--- config.mk ---
export PLATFORM = sky130hd
export DESIGN_NAME = vip_uart_rx_array
export DESIGN_NICKNAME = d
export VERILOG_FILES = /design/src/rtl/vip_uart_pkg.sv /design/src/rtl/fifo_v3.sv /design/src/rtl/vip_uart_rx_lane.sv /design/src/rtl/vip_uart_rx_array.sv
export SDC_FILE = /design/constraint.sdc
export NUM_CORES = 1
export LEC_CHECK = 0
export ABC_CLOCK_PERIOD_IN_PS = 4680
export CAP_MARGIN = 20
export CORE_ASPECT_RATIO = 1.25
export CORE_MARGIN = 2
export CORE_UTILIZATION = 25
export CTS_CLUSTER_SIZE = 30
export DETAILED_ROUTE_END_ITERATION = 8
export DONT_BUFFER_PORTS = 1
export HOLD_SLACK_MARGIN = 0.02
export SKIP_CTS_REPAIR_TIMING = 1
export SYNTH_ARGS = -nofsm -noshare
export SYNTH_HDL_FRONTEND = slang
export SYNTH_HIERARCHICAL = 1
export SYNTH_SLANG_ARGS = --single-unit
--- constraint.sdc ---
create_clock -name clk_i -period 4.68 [get_ports clk_i]
set_clock_uncertainty 0.15 [all_clocks]
set_input_delay 0.936 -clock clk_i [delete_from_list [all_inputs] [get_ports clk_i]]
set_output_delay 0.936 -clock clk_i [all_outputs]
set_load 0.01 [all_outputs]
--- src/rtl/vip_uart_pkg.sv ---
// Shared types for the multi-channel UART receiver VIP.
// Parity modes, lane FSM states and the per-byte FIFO entry.
package vip_uart_pkg;

  typedef enum logic [1:0] {
    PAR_NONE = 2'd0,
    PAR_EVEN = 2'd1,
    PAR_ODD  = 2'd2
  } uart_parity_e;

  typedef enum logic [2:0] {
    RX_IDLE,
    RX_START,
    RX_DATA,
    RX_PARITY,
    RX_STOP
  } uart_rx_state_e;

  typedef struct packed {
    logic [7:0] data;
    logic       ferr;
    logic       perr;
  } uart_rx_entry_t;

endpackage

--- src/rtl/fifo_v3.sv ---
// Power-of-two FIFO; a push into a full FIFO lands only when a pop
// frees the slot in the same cycle.
module fifo_v3 #(
  parameter int unsigned DEPTH = 8,
  parameter type dtype = logic
) (
  input  logic clk_i,
  input  logic rst_ni,
  input  logic flush_i,
  output logic full_o,
  output logic empty_o,
  input  dtype data_i,
  input  logic push_i,
  output dtype data_o,
  input  logic pop_i
);

  localparam int unsigned AW = (DEPTH > 1) ? $clog2(DEPTH) : 1;

  logic [AW-1:0] rd_q, wr_q;
  logic [AW:0]   cnt_q;
  dtype          mem_q [DEPTH];
  logic          do_push, do_pop;

  assign full_o  = (cnt_q == (AW+1)'(DEPTH));
  assign empty_o = (cnt_q == '0);
  assign do_pop  = pop_i && !empty_o;
  assign do_push = push_i && (!full_o || do_pop);
  assign data_o  = mem_q[rd_q];

  always_ff @(posedge clk_i or negedge rst_ni) begin
    if (!rst_ni) begin
      rd_q  <= '0;
      wr_q  <= '0;
      cnt_q <= '0;
    end else if (flush_i) begin
      rd_q  <= '0;
      wr_q  <= '0;
      cnt_q <= '0;
    end else begin
      if (do_push) wr_q <= wr_q + 1'b1;
      if (do_pop)  rd_q <= rd_q + 1'b1;
      cnt_q <= cnt_q + {{AW{1'b0}}, do_push}
                     - {{AW{1'b0}}, do_pop};
    end
  end

  always_ff @(posedge clk_i) begin
    if (do_push) mem_q[wr_q] <= data_i;
  end

endmodule

--- src/rtl/vip_uart_rx_lane.sv ---
// One UART receive lane: 2-flop synchroniser, bit counter and frame FSM.
// push_o pulses in the cycle the stop bit is sampled.
module vip_uart_rx_lane
  import vip_uart_pkg::*;
#(
  parameter int unsigned ClkPerBit  = 16,
  parameter int unsigned ParityMode = 0
) (
  input  logic           clk_i,
  input  logic           rst_i,
  input  logic           rx_i,
  output logic           push_o,
  output uart_rx_entry_t entry_o,
  output logic           busy_o
);

  localparam int unsigned CW = $clog2(ClkPerBit);
  localparam logic [CW-1:0] HalfBit = CW'(ClkPerBit / 2 - 1);
  localparam logic [CW-1:0] FullBit = CW'(ClkPerBit - 1);

  logic           sync_q, rx_s_q, rx_d_q;
  uart_rx_state_e state_q;
  logic [CW-1:0]  cnt_q;
  logic [2:0]     bit_q;
  logic [7:0]     data_q;
  logic           perr_q;
  logic           tick;

  assign tick = (cnt_q == '0);

  always_ff @(posedge clk_i) begin
    if (rst_i) begin
      sync_q <= 1'b1;
      rx_s_q <= 1'b1;
      rx_d_q <= 1'b1;
    end else begin
      sync_q <= rx_i;
      rx_s_q <= sync_q;
      rx_d_q <= rx_s_q;
    end
  end

  always_ff @(posedge clk_i) begin
    if (rst_i) begin
      state_q <= RX_IDLE;
      cnt_q   <= '0;
      bit_q   <= '0;
      data_q  <= '0;
      perr_q  <= 1'b0;
    end else begin
      unique case (state_q)
        RX_IDLE: begin
          if (rx_d_q && !rx_s_q) begin
            cnt_q   <= HalfBit;
            state_q <= RX_START;
          end
        end
        RX_START: begin
          if (!tick) begin
            cnt_q <= cnt_q - 1'b1;
          end else if (rx_s_q) begin
            state_q <= RX_IDLE;
          end else begin
            cnt_q   <= FullBit;
            bit_q   <= '0;
            perr_q  <= 1'b0;
            state_q <= RX_DATA;
          end
        end
        RX_DATA: begin
          if (!tick) begin
            cnt_q <= cnt_q - 1'b1;
          end else begin
            data_q <= {rx_s_q, data_q[7:1]};
            cnt_q  <= FullBit;
            bit_q  <= bit_q + 1'b1;
            if (bit_q == 3'd7)
              state_q <= (ParityMode != 0) ? RX_PARITY : RX_STOP;
          end
        end
        RX_PARITY: begin
          if (!tick) begin
            cnt_q <= cnt_q - 1'b1;
          end else begin
            perr_q  <= (^data_q) ^ rx_s_q
                     ^ (ParityMode == int'(PAR_ODD));
            cnt_q   <= FullBit;
            state_q <= RX_STOP;
          end
        end
        RX_STOP: begin
          if (!tick) cnt_q <= cnt_q - 1'b1;
          else       state_q <= RX_IDLE;
        end
        default: state_q <= RX_IDLE;
      endcase
    end
  end

  assign push_o       = (state_q == RX_STOP) && tick;
  assign entry_o.data = data_q;
  assign entry_o.ferr = !rx_s_q;
  assign entry_o.perr = perr_q;
  assign busy_o       = (state_q != RX_IDLE);

endmodule

--- src/rtl/vip_uart_rx_array.sv ---
// NumChan UART receive lanes, each buffered in a FIFO and merged
// round-robin into one registered valid/ready byte stream.
module vip_uart_rx_array
  import vip_uart_pkg::*;
#(
  parameter int unsigned NumChan    = 4,
  parameter int unsigned ClkPerBit  = 16,
  parameter int unsigned ParityMode = 0,
  parameter int unsigned FifoDepth  = 8,
  localparam int unsigned ChW = (NumChan > 1) ? $clog2(NumChan) : 1
) (
  input  logic               clk_i,
  input  logic               rst_i,
  input  logic [NumChan-1:0] rx_i,
  input  logic               clr_i,
  output logic [7:0]         data_o,
  output logic [ChW-1:0]     chan_o,
  output logic               ferr_o,
  output logic               perr_o,
  output logic               valid_o,
  input  logic               ready_i,
  output logic [NumChan-1:0] ovf_o,
  output logic [NumChan-1:0] busy_o
);

  logic [NumChan-1:0] push, full, empty, pop, ovf_set;
  uart_rx_entry_t     lane_entry [NumChan];
  uart_rx_entry_t     fifo_q     [NumChan];

  for (genvar c = 0; c < NumChan; c++) begin : g_chan
    vip_uart_rx_lane #(
      .ClkPerBit (ClkPerBit),
      .ParityMode(ParityMode)
    ) u_lane (
      .clk_i  (clk_i),
      .rst_i  (rst_i),
      .rx_i   (rx_i[c]),
      .push_o (push[c]),
      .entry_o(lane_entry[c]),
      .busy_o (busy_o[c])
    );

    fifo_v3 #(
      .DEPTH(FifoDepth),
      .dtype(uart_rx_entry_t)
    ) u_fifo (
      .clk_i  (clk_i),
      .rst_ni (1'b1),
      .flush_i(rst_i),
      .full_o (full[c]),
      .empty_o(empty[c]),
      .data_i (lane_entry[c]),
      .push_i (push[c]),
      .data_o (fifo_q[c]),
      .pop_i  (pop[c])
    );
  end

  // A simultaneous pop frees room, so only an unpopped full FIFO overflows.
  assign ovf_set = push & full & ~pop;

  logic [ChW-1:0] ptr_q, gnt_idx;
  logic           gnt_valid, load;

  always_comb begin
    int unsigned j;
    j         = 0;
    gnt_valid = 1'b0;
    gnt_idx   = ptr_q;
    for (int unsigned i = 0; i < NumChan; i++) begin
      j = (int'(ptr_q) + i) % NumChan;
      if (!gnt_valid && !empty[j]) begin
        gnt_valid = 1'b1;
        gnt_idx   = ChW'(j);
      end
    end
  end

  assign load = gnt_valid && (!valid_o || ready_i);
  assign pop  = load ? (NumChan'(1) << gnt_idx) : '0;

  always_ff @(posedge clk_i) begin
    if (rst_i) begin
      data_o  <= '0;
      chan_o  <= '0;
      ferr_o  <= 1'b0;
      perr_o  <= 1'b0;
      valid_o <= 1'b0;
      ptr_q   <= '0;
    end else if (load) begin
      data_o  <= fifo_q[gnt_idx].data;
      chan_o  <= gnt_idx;
      ferr_o  <= fifo_q[gnt_idx].ferr;
      perr_o  <= fifo_q[gnt_idx].perr;
      valid_o <= 1'b1;
      ptr_q   <= (gnt_idx == ChW'(NumChan - 1)) ? '0 : gnt_idx + 1'b1;
    end else if (ready_i) begin
      valid_o <= 1'b0;
    end
  end

  always_ff @(posedge clk_i) begin
    if (rst_i) ovf_o <= '0;
    else       ovf_o <= ovf_set | (ovf_o & ~{NumChan{clr_i}});
  end

endmodule

==> impl_metrics.tcl <==
set metrics [dict create \
    outcome "finished, final reports clean" \
    clk_latency_ns 0.58 \
    synthDistinctLibCells 64 \
    final_layout_size_suffix_gt1_share_pct 20.32 \
    gr-usage-met3_pct 2.419 \
    post-dp-hpwl_um 28160 \
    core-area_um2 81540 \
    cp.arrival_ns 4.50 \
    die_x_um 260.6 \
    gp_congestion 0.7864 \
    post-route-util_pct 29.22 \
    ant_nets 0 \
    io-pin-count 29 \
    nets 1492 \
    cp_common_cell "ha_1" \
    cellPowerDensity_nw_per_um2 420.3 \
    synth_top_area_share_pct 46.72 \
    clock_path_buffers 3 \
    top_usage_layer "met2" \
    path_max_fanout 16 \
    cts_tree "done" \
    hold_violations 0 \
    syn_area_per_cell_um2 14.95 \
    grtUsageMet1_pct 12.32 \
    ys.flop_type "edfxtp_1" \
    portBuffers 0 \
    cp_slowest_cell "nor3b_1" \
    grt.met2_usage_pct 17.87 \
    row_count 117 \
    grt_max_degree 184 \
    ys_ff_latch 467 \
    cts_buffers 50 \
    place_area_um2 22020 \
    die_area_um2 84600 \
    initial_core_util_pct 25.23 \
    design_area_um2 23830 \
    max-vdd-ir-drop_mv 0.2318 \
    ys_warn_count 6 \
    num_vias 11587 \
    rrSetupSlack_ns 0.48 \
    syn_area_um2 20570 \
    post_drt_wl_per_cell_um 16.76 \
    layout_commonest_cell "edfxtp_1" \
    syn_inst 1376 \
    min_period_ns 4.197 \
    syn_to_final_growth_pct 15.83 \
    final_cell_mix "edfxtp_1 (320), dfxtp_1 (107), nor2_1 (84)" \
    dr.pass1.iters 5 \
    maxSlewHeadroom_pct 29.16 \
    grt_pass1_wl_um 67720 \
    r2r_cells 13 \
    rsz0062_at_grt "false" \
    timing.setup.tns_ns 0 \
    required_ns 4.98 \
    grt.overflow.total 0 \
    cp-end-kind "flop" \
    cts_sinks 467 \
    min_from "g_chan[3].u_lane/sync_q$_SDFF_PP1_" \
    htreeDepth 2 \
    hold-path-endpoint "g_chan[3].u_lane/rx_s_q$_SDFF_PP1_" \
    crit_type "flop to flop" \
    max_stage_delay_ns 0.61 \
    drt_iter0_markers 864 \
    synth.area.top_cells "edfxtp_1 (47%), dfxtp_1 (10%), mux4_2 (8.8%), dfrtp_1 (4.9%), mux2i_1 (3.1%)" \
    crit_chain "inv_1 > ha_1 > nor3b_1 > o21ai_0 > o21ai_4 > ha_1 > and3_1 > nor2b_1 > mux2i_1 > ha_1 > fa_1 > xnor2_1 > nor2_1" \
    r2r_start "g_chan[1].u_fifo/cnt_q[2]$_DFF_PN0_" \
    crit_family "simple AND/OR/NAND/NOR gates" \
    crit_buf_inv 1 \
    via_per_inst 4.539 \
    path_clk_slew_ns 0.06 \
    setup_violations 0 \
    hold_depth 1 \
    slew_viol_final 0 \
    max_freq_mhz 238.2 \
    r2r-end "g_chan[3].u_fifo/cnt_q[2]$_DFF_PN0_" \
    synth-edff-count 320 \
    power_mw 10.01 \
    hold_path_class "flop to flop" \
    antenna_found_initial 1 \
    yosys.area.top_type "edfxtp_1" \
    drc 0 \
    tightest_slew_ns 1.063 \
    cap_viol_max_count 0 \
    drt-total-wl_um 42780 \
    grt_pass1_vias 11961 \
    grt_usage_pct 10.18 \
    crit_path_start_kind "flop" \
    p_leak_nw 7.901 \
    clk_root_buffer_cell "clkbuf_16" \
    yosysSeqAreaShare_pct 62.00 \
    fin_crit_sh_pct 89.69 \
    async_flop_share_pct 8.565 \
    die_h_um 324.7 \
]
-- layer usage --
metal  part of all wire, %  vias up
li1                      -     5435
met2                    51      183
met1                    41     5914
met3                   5.2       55
met5                     0        -
met4                   2.2        0
-- logic make-up (layout without fill, tap and decap cells) --
group           count (synthesis)  in the layout  synth area share, %
simple gates                  371            371                10.42
mux                           188            188                14.28
flops                         467            467                62.00
fa+ha+maj                      45             45                2.883
other cells                     1             41              0.01823
xor+xnor                       28             28                1.727
compound gates                154            154                5.718
buf+inv                       122            188                2.956
-- worst max path at each step --
stage	start	endpoint	cells after the start
after floorplan	g_chan[3].u_fifo/cnt_q[2]$_DFF_PN0_	g_chan[0].u_fifo/mem_q[0][0]$_DFFE_PP_	12
after global placement	g_chan[1].u_fifo/cnt_q[2]$_DFF_PN0_	g_chan[3].u_fifo/mem_q[0][0]$_DFFE_PP_	11
after detailed placement	g_chan[1].u_fifo/cnt_q[2]$_DFF_PN0_	g_chan[3].u_fifo/mem_q[7][6]$_DFFE_PP_	11
after CTS	g_chan[1].u_fifo/cnt_q[2]$_DFF_PN0_	g_chan[3].u_fifo/mem_q[7][2]$_DFFE_PP_	11
after global routing	g_chan[1].u_fifo/cnt_q[2]$_DFF_PN0_	g_chan[3].u_fifo/mem_q[1][2]$_DFFE_PP_	11
final	g_chan[1].u_fifo/cnt_q[2]$_DFF_PN0_	g_chan[3].u_fifo/cnt_q[2]$_DFF_PN0_	13
-- cell type report --
type,instances,area [um2]
fill,7976,57710
sequential,467,12750
multi-input combinational,826,7417
clock buffer,64,1378
tap,1071,1340
clock inverter,30,395.4
timing repair buffer,45,357.8
inverter,49,183.9
antenna,1,2.502
-- Yosys cell counts, types with 13 or more instances --
cell      instances
nor3_1           43
nor3b_1          14
mux2i_1          64
dfrtp_1          40
buf_6            13
nor2_1           84
clkbuf_1         28
nand2_1          46
xnor2_1          16
mux2_2           44
nor2b_1          26
or3_1            20
mux4_2           80
o21ai_0          25
buf_2            18
a21oi_1          27
edfxtp_1        320
nand2b_1         30
dfxtp_1         107
ha_1             41
inv_1            48
-- registers in the layout, indices dropped and copies added (netlist names), 4 cells and up --
name	flops
g_chan.u_lane/state_q	12
data_o	8
g_chan.u_lane/sync_q	4
g_chan.u_lane/rx_s_q	4
g_chan.u_lane/bit_q	12
g_chan.u_fifo/cnt_q	16
g_chan.u_lane/rx_d_q	4
g_chan.u_fifo/rd_q	12
g_chan.u_fifo/wr_q	12
g_chan.u_lane/data_q	32
g_chan.u_lane/cnt_q	16
g_chan.u_lane/perr_q	4
g_chan.u_fifo/mem_q	320
ovf_o	4
-- where the power goes --
part	internal [mW]	switching [mW]	leakage [nW]
Clock	2.55	1.66	0.844
Combinational	0.505	0.697	2.67
Sequential	4.46	0.145	4.39
-- metrics by stage --
| step | worst slack, ns | hold slack (ns) | std cells |
|---|---|---|---|
| detailed placement | 0.4866 | 0.2475 | 2457 |
| CTS | 0.4641 | 0.2626 | 2551 |
| floorplan | 0.4115 | 0.2395 | 1415 |
| finish | 0.4825 | 0.2603 | 2553 |
| global route | 0.09990 | 0.2804 | 2552 |
| global placement | 0.6848 | 0.2435 | 2457 |
Note: power is estimated with default switching activity, not from simulation.
